### config.mk
export PLATFORM = sky130hd
export DESIGN_NAME = clk_monitor
export DESIGN_NICKNAME = d
export VERILOG_FILES = /design/src/rtl/clk_monitor.sv
export SDC_FILE = /design/constraint.sdc
export NUM_CORES = 1
export LEC_CHECK = 0
export CAP_MARGIN = 30
export CORE_MARGIN = 8
export CORE_UTILIZATION = 25
export CTS_CLUSTER_DIAMETER = 150
export DETAILED_ROUTE_END_ITERATION = 8
export PLACE_DENSITY_LB_ADDON = 0.2
export SYNTH_ARGS = -nofsm -noshare
export SYNTH_HDL_FRONTEND = slang
export SYNTH_SLANG_ARGS = --single-unit
### constraint.sdc
create_clock -name mclk -period 6.18 [get_ports mclk]
set_input_delay 1.236 -clock mclk [delete_from_list [all_inputs] [get_ports mclk]]
set_output_delay 1.236 -clock mclk [all_outputs]
set_load 0.1 [all_outputs]
### src/rtl/clk_monitor.sv
// Clock-activity monitor: synchronizes clk_in into the mclk domain, emits edge
// ticks, measures period/high time in mclk cycles and reports lock / loss.
module clk_monitor #(
    parameter int unsigned SYNC_STAGES = 2,
    parameter int unsigned CNT_W       = 16,
    parameter int unsigned TIMEOUT     = 1000
) (
    input  logic             mclk,
    input  logic             rst_n,
    input  logic             clk_in,
    output logic             rise_tick,
    output logic             fall_tick,
    output logic [CNT_W-1:0] period,
    output logic [CNT_W-1:0] high_time,
    output logic             period_valid,
    output logic             locked,
    output logic             timeout
);

    localparam logic [2:0] ST_IDLE   = 3'd0;
    localparam logic [2:0] ST_ARMED  = 3'd1;
    localparam logic [2:0] ST_TRACK  = 3'd2;
    localparam logic [2:0] ST_LOCKED = 3'd3;
    localparam logic [2:0] ST_LOST   = 3'd4;

    localparam logic [CNT_W-1:0] CNT_MAX = '1;
    localparam logic [CNT_W-1:0] CNT_TO  = CNT_W'(TIMEOUT - 1);

    logic [SYNC_STAGES-1:0] sync_q;
    logic                   p_q;
    logic                   s, rise, fall;
    logic [CNT_W-1:0]       cnt_q, cnt_d, cnt_inc;
    logic [CNT_W-1:0]       last_q, last_d;
    logic [CNT_W-1:0]       period_q, period_d;
    logic [CNT_W-1:0]       high_q, high_d;
    logic [2:0]             state_q, state_d;
    logic                   pv_q, pv_d;
    logic                   rise_tick_q, fall_tick_q, locked_q, timeout_q;
    logic                   expired, measuring;

    assign s    = sync_q[SYNC_STAGES-1];
    assign rise = s & ~p_q;
    assign fall = ~s & p_q;

    // cnt+1 saturates so a stalled counter reports all-ones instead of wrapping
    assign cnt_inc   = (cnt_q == CNT_MAX) ? CNT_MAX : cnt_q + CNT_W'(1);
    assign expired   = (cnt_q == CNT_TO) & ~rise;
    assign measuring = (state_q == ST_ARMED) || (state_q == ST_TRACK) ||
                       (state_q == ST_LOCKED);

    always_comb begin
        state_d  = state_q;
        last_d   = last_q;
        period_d = period_q;
        high_d   = high_q;
        pv_d     = 1'b0;
        cnt_d    = rise ? '0 : cnt_inc;

        case (state_q)
            ST_IDLE: begin
                if (rise)         state_d = ST_ARMED;
                else if (expired) state_d = ST_LOST;
            end
            ST_ARMED: begin
                if (rise) begin
                    pv_d     = 1'b1;
                    period_d = cnt_inc;
                    last_d   = cnt_inc;
                    state_d  = ST_TRACK;
                end else if (expired) begin
                    state_d = ST_LOST;
                end
            end
            ST_TRACK: begin
                if (rise) begin
                    pv_d     = 1'b1;
                    period_d = cnt_inc;
                    last_d   = cnt_inc;
                    state_d  = (cnt_inc == last_q) ? ST_LOCKED : ST_TRACK;
                end else if (expired) begin
                    state_d = ST_LOST;
                end
            end
            ST_LOCKED: begin
                if (rise) begin
                    pv_d     = 1'b1;
                    period_d = cnt_inc;
                    if (cnt_inc != last_q) begin
                        state_d = ST_TRACK;
                        last_d  = cnt_inc;
                    end
                end else if (expired) begin
                    state_d = ST_LOST;
                end
            end
            ST_LOST: begin
                if (rise) state_d = ST_ARMED;
            end
            default: state_d = ST_IDLE;
        endcase

        if (fall && measuring) high_d = cnt_inc;
    end

    always_ff @(posedge mclk) begin
        if (!rst_n) begin
            sync_q      <= '0;
            p_q         <= 1'b0;
            cnt_q       <= '0;
            last_q      <= '0;
            period_q    <= '0;
            high_q      <= '0;
            state_q     <= ST_IDLE;
            pv_q        <= 1'b0;
            rise_tick_q <= 1'b0;
            fall_tick_q <= 1'b0;
            locked_q    <= 1'b0;
            timeout_q   <= 1'b0;
        end else begin
            sync_q      <= {sync_q[SYNC_STAGES-2:0], clk_in};
            p_q         <= s;
            cnt_q       <= cnt_d;
            last_q      <= last_d;
            period_q    <= period_d;
            high_q      <= high_d;
            state_q     <= state_d;
            pv_q        <= pv_d;
            rise_tick_q <= rise;
            fall_tick_q <= fall;
            locked_q    <= (state_d == ST_LOCKED);
            timeout_q   <= (state_d == ST_LOST);
        end
    end

    assign rise_tick    = rise_tick_q;
    assign fall_tick    = fall_tick_q;
    assign period       = period_q;
    assign high_time    = high_q;
    assign period_valid = pv_q;
    assign locked       = locked_q;
    assign timeout      = timeout_q;

endmodule
==> metrics.md, run 1 <==
| Metric | Value |
|---|---|
| Async set-reset flop share out of synthesis | `0%` |
| Seq/Total Area, Yosys | `between 40 and 50%` |
| Power per cell area | `255 nW/um2` |
| Worst path slowest cell | `and2_1` |
| Initial core utilization | `25.2%` |
| Post-Syn Area | `3450 um2` |
| Synth area leader | `dfxtp_1` |
| Row Count | `43` |
| Worst setup SP type | `register` |
| Clk_skew | `just under 0.007 ns` |
| Syn-to-layout area delta | `23.7%` |
| Post-CTS resize count | `0` |
| Gate power share | `roughly 6.3%` |
| Synth Instances | `around 400` |
| Status | `complete, no violations` |
| Cells along the critical path | `ha_1, nand4_1, or3_1, a31oi_1, xor2_1, nor4_2, nand4_1, and2_1, a311oi_1` |
| CTS tree | `yes` |
| Die area | `17800 um2` |
| Top cell type's share of synthesized area | `43.6%` |
| Placed cell count | `589` |
| Clock root cell | `clkbuf_16` |
| Hold EP | `sync_q[1]` |
| WP data required | `6.43 ns` |
| Initial antenna violation count | `0` |
| Slew headroom | `33.4%` |
| Number of global-route vias before repair | `2878` |
| Sink Count | `75` |
| Setup violators final | `0` |
| Synth top cells by count | `dfxtp_1, nor2_1, nand2_1` |
| HP Class | `reg -> reg` |
| Post-DP HPWL | `around 7000 um` |
| Share of layout cells above drive strength 1 | `8.00%` |
| # IOs | `40` |
| Final WL | `9690 um` |
| Worst r2r src | `cnt_q[0]` |
| I/O Buffers | `39` |
| NetSw | `0.253 mW` |
| Syn avg cell area | `8.73 um2` |
| Iter 0 DRT Violations | `200` |
| Netlist cell types | `50` |
| Die X | `133 um` |
| DRT Pass-1 Iters | `4` |
| First-pass GRT wire length | `about 16000 um` |
| Total GRT Usage | `approximately 11%` |
| Final Slew Violations | `0` |
| Vias per cell | `5.01` |
| Worst hold slack | `0.436 ns` |
| Placer Congestion | `~0.83` |
| CP most frequent cell | `nand4_1` |
| Antenna Nets Post-Route | `0` |
| Hold Crit Depth | `1` |
| Core Footprint | `13700 um2` |
| RSZ-0062 raised after global routing | `false` |
| GRT overflow | `0` |
| Top_reg_cell synth | `dfxtp_1` |
| Worst Hold Launch | `sync_q[0]` |
| Worst r2r path cells | `9` |
| Antenna cells | `0` |
| CP Capture Type | `register` |
| Worst-Skew Late Latency | `0.33 ns` |
| Sw frac | `a little under a quarter` |
| Crit path max fanout | `16` |
| F_max | `233 MHz` |
| VDD IR max | `0.163 mV` |
| Leakage | `1.40 nW` |
| Setup CP Type | `reg -> reg` |
| Setup WS pre-CTS | `1.91 ns` |
| Worst Path Arrival | `4.54 ns` |
| Post-Layout Cell Count | `605` |
| Largest net degree at the start of global routing | `42` |
| Final worst slack | `between 1.5 and 2 ns` |
| Net count, final | `424` |
| Sum of negative setup slack | `0 ns` |
| Net Count, Synth | `roughly 400` |
| # hold bufs at CTS | `0` |
| Post-CTS Setup Bufs | `0` |
| # H-tree levels | `3` |
| #FFs+latches synth | `75` |
| Max Root-Sink Buffers | `2` |
| Most common cell in the netlist | `dfxtp_1` |
| Clock share of power | `between 40% and 50%` |
| Flop-to-flop setup slack | `1.89 ns` |
| Max cap viols | `0` |
| P_int | `0.834 mW` |
| Largest cells by area after synthesis | `dfxtp_1, nor2_1, a211oi_1` |
| Die Span Y | `133 um` |
| Final hold violation count | `0` |
| Crit path largest cell delay | `0.57 ns` |
| Yosys Warn Count | `0` |
| Tightest Pin Transition | `0.995 ns` |
| Seq pwr share | `45.8%` |
| Tcrit/Tclk final | `69.4%` |
| Drt drc | `0` |
| FF-to-FF End | `last_q[0]` |
| Final min period | `roughly 4.3 ns` |
| Routed vias | `3033` |
| Post-synth EDFFs | `0` |
| Cts bufs inserted | `9` |
| Wire length per cell | `about 16 um` |
| Clk pin slew, worst setup/hold paths | `0.06 ns` |
-- logic make-up (layout without fill, tap and decap cells) --
group	after synthesis	after routing	share of synthesized area, %
simple gates	162	162	24.3
compound gates	90	90	18.5
flops	75	75	43.6
buf+inv	36	66	4.76
mux	16	16	4.75
xor+xnor	15	15	3.81
fa+ha+maj	1	1	0.363
-- flip-flops by register name, indices dropped and copies added, names as in the netlist, 2 cells and up --
signal	flops
state_q	3
sync_q	2
period	16
cnt_q	16
last_q	16
high_time	16
-- power groups by stage --
stage,clock network (mW),logic [mW],registers (mW)
after floorplan,0,0.0370,0.523
after global placement,0,0.0688,0.508
after detailed placement,0,0.0693,0.508
after CTS,0.536,0.0694,0.498
after global routing,0.553,0.0746,0.499
final,0.520,0.0690,0.498
-- cell usage in the layout, fill, tap and decap left out, types with 3 or more instances in the layout --
master,instances
dfxtp_1,75
nor2_1,53
clkdlybuf4s50_1,39
nand2_1,37
a211oi_1,26
a21oi_1,26
mux2i_1,13
and3_1,11
xor2_1,10
and2_1,9
clkbuf_16,9
nor4_1,8
nand4_1,7
inv_1,7
nor3_1,6
a31oi_1,6
nand3_1,5
xnor2_1,5
a211oi_2,5
o31a_1,4
o21ai_0,4
buf_4,4
and4_1,3
mux2_2,3
or4_1,3
o2111ai_1,3
a311oi_1,3
-- metrics by stage --
stage	area, um2	utilization [%]	total power [mW]
floorplan	3450	-	0.560
global placement	3970	29.0	0.577
detailed placement	3970	29.0	0.578
CTS	4260	31.2	1.10
global route	4260	31.2	1.13
finish	4260	31.2	1.09
-- worst max-delay path: cells and delay by family, from the launching register on --
family	cells	cell delay [ns]
xor gates and xnor gates	1	0.15
AOI/OAI and AO/OA	2	0.80
and+or+nand+nor	5	2.40
adders and majority gates	1	0.29
DFF	1	0.55
-- final cells by class --
| type | count | area [um2] |
|---|---|---|
| clock buffer | 12 | 246 |
| clock inverter | 4 | 50.0 |
| fill | 1477 | 9400 |
| inverter | 7 | 26.3 |
| multi-input combinational | 284 | 1790 |
| sequential | 75 | 1500 |
| tap | 180 | 225 |
| timing repair buffer | 43 | 420 |
-- per-layer routing --
layer	up-vias	wire (um)	track usage [%]
met4	0	245	6.11
met3	17	556	2.60
li1	1479	-	-
met1	1444	4560	14.0
met2	93	4320	16.4
met5	-	0	0
-- worst max path at each step --
| stage | from | end |
|---|---|---|
| 2_1_floorplan | cnt_q[1] | last_q[10] |
| 3_3_place_gp | cnt_q[0] | last_q[0] |
| 3_5_place_dp | cnt_q[0] | last_q[0] |
| 4_1_cts | cnt_q[0] | last_q[15] |
| 5_1_grt | cnt_q[0] | last_q[7] |
| 6_report | cnt_q[0] | last_q[0] |
Power figures use the tool's default switching activity.
==> run 2: changes to the inputs <==
==> constraint.sdc (replaced) <==
create_clock -name mclk -period 4.45 [get_ports mclk]
set_input_delay 0.89 -clock mclk [delete_from_list [all_inputs] [get_ports mclk]]
set_output_delay 0.89 -clock mclk [all_outputs]
set_load 0.1 [all_outputs]
==> run 2 against run 1 <==
  * Maximum frequency rose by 13%
  * First-iteration DRC count is 3.5% higher
  * Cell area increased by 1.1%
  * Total power up 40%
  * Wire length is 0.15% lower
  * Sequential power up 39%
  * Clock skew decreased by 0.00061 ns
  * Final cell count is 0.83% higher
  * Clock power is 42% higher
  * Combinational power rose by 39%
  * Critical path type unchanged
==> metrics.md, run 2 (same netlist as run 1, synthesis figures left out) <==
| Metric | Value |
|---|---|
| Antenna cells | `0 (unchanged)` |
| # H-tree levels | `3 (unchanged)` |
| Final min period | `3.79 ns (was 4.29 ns)` |
| Sw frac | `22.9% (was 23.3%)` |
| Power per cell area | `354 nW/um2 (was 255 nW/um2)` |
| Tcrit/Tclk final | `85.1% (was 69.4%)` |
| Routed vias | `2995 (was 3033)` |
| GRT overflow | `0 (unchanged)` |
| RSZ-0062 raised after global routing | `false (unchanged)` |
| Final hold violation count | `0 (unchanged)` |
| Post-CTS resize count | `0 (unchanged)` |
| Clk pin slew, worst setup/hold paths | `0.06 ns (about the same)` |
| Status | `complete, no violations (unchanged)` |
| Drt drc | `0 (unchanged)` |
| Antenna Nets Post-Route | `0 (unchanged)` |
| Hold EP | `sync_q[1] (unchanged)` |
| Worst Path Arrival | `4.02 ns (was 4.54 ns)` |
| CP Capture Type | `register (unchanged)` |
| Total Power | `1.52 mW (was 1.09 mW)` |
| Setup CP Type | `reg -> reg (unchanged)` |
| Cts bufs inserted | `9 (unchanged)` |
| Fill cell count | `1458 (was 1477)` |
| Iter 0 DRT Violations | `207 (was 200)` |
| Initial core utilization | `25.2% (unchanged)` |
| DRT Pass-1 Iters | `4 (unchanged)` |
| Worst r2r path cells | `10 (was 9)` |
| Crit path max fanout | `16 (unchanged)` |
| Vias per cell | `4.91 (was 5.01)` |
| Setup violators final | `0 (unchanged)` |
| Share of layout cells above drive strength 1 | `9.30% (was 8.00%)` |
| Syn-to-layout area delta | `25.0% (was 23.7%)` |
| Post-DP HPWL | `6990 um (was 6830 um)` |
| Worst setup SP type | `register (unchanged)` |
| Clock share of power | `48.3% (was 47.8%)` |
| WP data required | `4.69 ns (was 6.43 ns)` |
| Worst-Skew Late Latency | `0.33 ns (about the same)` |
| FF-to-FF End | `last_q[7] (was last_q[0])` |
| Leakage | `1.44 nW (was 1.40 nW)` |
| Placer Congestion | `0.850 (was 0.833)` |
| Sum of negative setup slack | `0 ns (unchanged)` |
| Net count, final | `429 (was 424)` |
| Max cap viols | `0 (unchanged)` |
| F_max | `264 MHz (was 233 MHz)` |
| Post-CTS Setup Bufs | `0 (unchanged)` |
| Sink Count | `75 (unchanged)` |
| First-pass GRT wire length | `15900 um (was 15600 um)` |
| Row Count | `43 (unchanged)` |
| Flop-to-flop setup slack | `0.66 ns (was 1.89 ns)` |
| # hold bufs at CTS | `0 (unchanged)` |
| Die Span Y | `133 um (unchanged)` |
| Total GRT Usage | `11.1% (was 10.9%)` |
| Initial antenna violation count | `0 (unchanged)` |
| Most frequent cells in the layout | `dfxtp_1, nor2_1, clkdlybuf4s50_1 (unchanged)` |
| Die area | `17800 um2 (unchanged)` |
| Wire length per cell | `15.9 um (was 16.0 um)` |
| P_int | `1.17 mW (was 0.834 mW)` |
| Slew headroom | `32.6% (was 33.4%)` |
| Core Footprint | `13700 um2 (unchanged)` |
| # IOs | `40 (unchanged)` |
| NetSw | `0.350 mW (was 0.253 mW)` |
| Seq pwr share | `45.4% (was 45.8%)` |
| Most common cell after layout, fill and taps aside | `dfxtp_1 (unchanged)` |
| HP Class | `reg -> reg (unchanged)` |
| Largest net degree at the start of global routing | `40 (was 42)` |
| Worst Hold Launch | `sync_q[0] (unchanged)` |
| Final WL | `9670 um (was 9690 um)` |
| Die X | `133 um (unchanged)` |
| CTS tree | `yes (unchanged)` |
| Clk_skew | `0.00626 ns (was 0.00687 ns)` |
| Hold Crit Depth | `1 (unchanged)` |
| VDD IR max | `0.214 mV (was 0.163 mV)` |
| Worst r2r src | `cnt_q[0] (unchanged)` |
| Final Slew Violations | `0 (unchanged)` |
| Clock root cell | `clkbuf_16 (unchanged)` |
| Max Root-Sink Buffers | `2 (unchanged)` |
| Gate power share | `6.3% (about the same)` |
| Tightest Pin Transition | `1.01 ns (was 0.995 ns)` |
| Number of global-route vias before repair | `2943 (was 2878)` |
| I/O Buffers | `39 (unchanged)` |
[run 2: changes by cell type in the layout (fill, tap and decap cells not counted), sizes merged]
cell / delta
clkinv: +2
clkinvlp: -2
buf: +5
[run 2: worst max path at each step]
stage / startpoint / endpoint / slack [ns]
after floorplan: cnt_q[1] / last_q[10] / 1.59
after global placement: cnt_q[0] / last_q[0] / 0.76
after detailed placement: cnt_q[0] / last_q[0] / 0.67
after CTS: cnt_q[0] / last_q[7] / 0.63
after global routing: cnt_q[0] / last_q[7] / 0.32
final: cnt_q[0] / last_q[7] / 0.66
[run 2: cell type report]
class / instances / area [um2] / share of cell area (%)
clock buffer: 12 / 256 / 5.95
tap: 180 / 225 / 5.23
multi-input combinational: 284 / 1790 / 41.6
sequential: 75 / 1500 / 34.8
inverter: 7 / 26.3 / 0.610
clock inverter: 4 / 48.8 / 1.13
timing repair buffer: 48 / 458 / 10.6
[run 2: critical path, stage by stage (launching register included)]
cell,delay [ns]
dfxtp_1,0.54
ha_1,0.29
nand4_1,0.25
or3_1,0.49
a31oi_1,0.45
xor2_1,0.15
nor4_2,0.43
nand4_1,0.13
buf_4,0.20
and2_1,0.41
a211oi_1,0.34
[run 2: per-stage QoR]
step / worst slack, ns / utilization [%] / cells / hold WS, ns / area (um2)
global route: 0.323 / 31.5 / 610 / 0.459 / 4310
detailed placement: 0.671 / 29.3 / 594 / 0.423 / 4000
floorplan: 1.59 / - / 395 / 0.412 / 3450
finish: 0.664 / 31.5 / 610 / 0.432 / 4310
CTS: 0.629 / 31.5 / 610 / 0.437 / 4310
global placement: 0.757 / 29.3 / 594 / 0.415 / 4000
[run 2: layer usage]
layer / GRT usage [%] / routed length [um]
met5: 0 / 0
met4: 4.68 / 165
met3: 2.48 / 532
met2: 17.9 / 4480
met1: 14.0 / 4500
[run 2: power by group through the flow]
stage / clock network, mW / registers, mW / logic (mW)
after floorplan: 0 / 0.727 / 0.0514
after global placement: 0 / 0.706 / 0.0963
after detailed placement: 0 / 0.706 / 0.0965
after CTS: 0.756 / 0.691 / 0.0968
after global routing: 0.781 / 0.693 / 0.105
final: 0.736 / 0.692 / 0.0962
==> run 3: changes to the inputs <==
--- a/config.mk
+++ b/config.mk
@@ -10,6 +10,7 @@
 export CORE_UTILIZATION = 25
 export CTS_CLUSTER_DIAMETER = 150
 export DETAILED_ROUTE_END_ITERATION = 8
+export DONT_BUFFER_PORTS = 1
 export PLACE_DENSITY_LB_ADDON = 0.2
 export SYNTH_ARGS = -nofsm -noshare
 export SYNTH_HDL_FRONTEND = slang
==> run 3 against run 2 <==
  * Non-clock buffer count decreased by 41
  * Largest cell class unchanged
  * Setup slack got worse by 0.20 ns
  * Cell area down 9.7%
  * Total power decreased by 1.6%
  * Via count shrank 4.0%
  * Critical path depth is the same
  * Critical endpoint is now last_q[0]
==> metrics.md, run 3 (same netlist as run 1, synthesis figures left out) <==
| Metric | Value |
|---|---|
| Setup CP Type | `reg -> reg (unchanged)` |
| Max Root-Sink Buffers | `2 (unchanged)` |
| Iter 0 DRT Violations | `198 (was 207)` |
| Number of global-route vias before repair | `2654 (was 2943)` |
| First-pass GRT wire length | `15300 um (was 15900 um)` |
| Drt drc | `0 (unchanged)` |
| Sink Count | `75 (unchanged)` |
| Worst r2r src | `cnt_q[0] (unchanged)` |
| Placed cell count | `553 (was 594)` |
| Hold EP | `sync_q[1] (unchanged)` |
| VDD IR max | `0.189 mV (was 0.214 mV)` |
| Design Area, Final | `3890 um2 (was 4310 um2)` |
| Setup violators final | `0 (unchanged)` |
| Power per cell area | `385 nW/um2 (was 354 nW/um2)` |
| I/O Buffers | `0 (was 39)` |
| Wire length per cell | `16.6 um (was 15.9 um)` |
| Status | `complete, no violations (unchanged)` |
| Final hold violation count | `0 (unchanged)` |
| Final WL | `9450 um (was 9670 um)` |
| Post-CTS resize count | `0 (unchanged)` |
| Syn-to-layout area delta | `12.9% (was 25.0%)` |
| Final worst slack | `0.459 ns (was 0.664 ns)` |
| Final min period | `3.99 ns (was 3.79 ns)` |
| Vias per cell | `5.05 (was 4.91)` |
| Total GRT Usage | `10.7% (was 11.1%)` |
| Worst Hold Launch | `sync_q[0] (unchanged)` |
| DRT Pass-1 Iters | `4 (unchanged)` |
| Net count, final | `388 (was 429)` |
| HP Class | `reg -> reg (unchanged)` |
| Worst hold slack | `0.433 ns (was 0.432 ns)` |
| Cell Area, Placed | `3600 um2 (was 4000 um2)` |
| Routed vias | `2875 (was 2995)` |
| Initial core utilization | `25.2% (unchanged)` |
| Clk_skew | `0.00680 ns (was 0.00626 ns)` |
| Crit path max fanout | `16 (unchanged)` |
| WP data required | `4.69 ns (about the same)` |
| Antenna cells | `0 (unchanged)` |
| Worst setup SP type | `register (unchanged)` |
| Die X | `133 um (unchanged)` |
| Sum of negative setup slack | `0 ns (unchanged)` |
| # H-tree levels | `3 (unchanged)` |
| Max cap viols | `0 (unchanged)` |
| # hold bufs at CTS | `0 (unchanged)` |
| # IOs | `40 (unchanged)` |
| Setup WS pre-CTS | `0.443 ns (was 0.671 ns)` |
| Share of layout cells above drive strength 1 | `9.77% (was 9.30%)` |
| F_max | `251 MHz (was 264 MHz)` |
| Hold Crit Depth | `1 (unchanged)` |
| Worst Path Arrival | `4.23 ns (was 4.02 ns)` |
| Worst-Skew Late Latency | `0.34 ns (was 0.33 ns)` |
| Cts bufs inserted | `9 (unchanged)` |
| Core Footprint | `13700 um2 (unchanged)` |
| Final Slew Violations | `0 (unchanged)` |
| Post-Layout Cell Count | `569 (was 610)` |
| GRT overflow | `0 (unchanged)` |
| Leakage | `1.29 nW (was 1.44 nW)` |
| Most common cell after layout, fill and taps aside | `dfxtp_1 (unchanged)` |
| FF-to-FF End | `last_q[0] (was last_q[7])` |
| Die area | `17800 um2 (unchanged)` |
| Clk pin slew, worst setup/hold paths | `0.06 ns (about the same)` |
| Placer Congestion | `0.819 (was 0.850)` |
| CTS tree | `yes (unchanged)` |
| Largest net degree at the start of global routing | `38 (was 40)` |
| Post-DP HPWL | `6810 um (was 6990 um)` |
| Flop-to-flop setup slack | `0.46 ns (was 0.66 ns)` |
| Most frequent cells in the layout | `dfxtp_1, nor2_1, nand2_1 (was dfxtp_1, nor2_1, clkdlybuf4s50_1)` |
| CP Capture Type | `register (unchanged)` |
| Worst r2r path cells | `10 (unchanged)` |
| Antenna Nets Post-Route | `0 (unchanged)` |
| Slew headroom | `32.2% (was 32.6%)` |
| Initial antenna violation count | `0 (unchanged)` |
| Row Count | `43 (unchanged)` |
| Clock root cell | `clkbuf_16 (unchanged)` |
| Die Span Y | `133 um (unchanged)` |
| RSZ-0062 raised after global routing | `false (unchanged)` |
| Tcrit/Tclk final | `89.7% (was 85.1%)` |
| Post-CTS Setup Bufs | `0 (unchanged)` |
| Tightest Pin Transition | `1.02 ns (was 1.01 ns)` |
[run 3: cell types whose count changed in the layout (fill, tap and decap cells not counted), sizes merged]
cell,before,now
clkbuf,12,10
clkdlybuf4s50,39,0
buf,9,7
inv,7,8
clkinvlp,0,1
[run 3: per-layer routing]
layer / vias up / wire (um) / track usage, %
li1: 1413 / - / -
met1: 1385 / 4320 / 14.0
met5: - / 0 / 0
met2: 67 / 4450 / 16.6
met4: 0 / 155 / 4.30
met3: 10 / 521 / 2.67
[run 3: worst max path at each step]
| stage | startpoint | end | slack (ns) | cells past startpoint |
|---|---|---|---|---|
| 2_1_floorplan | cnt_q[1] | last_q[10] | 1.59 | 12 |
| 3_3_place_gp | cnt_q[0] | last_q[0] | 0.54 | 10 |
| 3_5_place_dp | cnt_q[0] | last_q[0] | 0.44 | 10 |
| 4_1_cts | cnt_q[0] | last_q[0] | 0.43 | 10 |
| 5_1_grt | cnt_q[0] | last_q[0] | 0.09 | 10 |
| 6_report | cnt_q[0] | last_q[0] | 0.46 | 10 |
[run 3: area by class of cell]
type	instances	area, um2
timing repair buffer	7	52.6
multi-input combinational	284	1790
clock inverter	6	65.1
tap	180	225
fill	1522	9770
inverter	7	26.3
clock buffer	10	229
sequential	75	1500
[run 3: metrics by stage]
| step | power, mW | utilization, % |
|---|---|---|
| floorplan | 0.778 | - |
| global placement | 0.791 | 26.3 |
| detailed placement | 0.792 | 26.3 |
| CTS | 1.52 | 28.5 |
| global route | 1.55 | 28.5 |
| finish | 1.50 | 28.5 |
[run 3: worst max-delay path, stage by stage, from the launching register on]
cell and delay (ns):
dfxtp_1 0.54, ha_1 0.28, nand4_1 0.40, or3_1 0.56, a31oi_1 0.45, xor2_1 0.15, nor4_2 0.43, nand4_1 0.13
buf_4 0.20, and2_1 0.42, a311oi_1 0.34
[run 3: where the power goes]
group | internal (mW) | switching (mW) | total [mW]
clock | 0.435 | 0.287 | 0.722
combinational | 0.0216 | 0.0386 | 0.0602
sequential | 0.681 | 0.0358 | 0.717
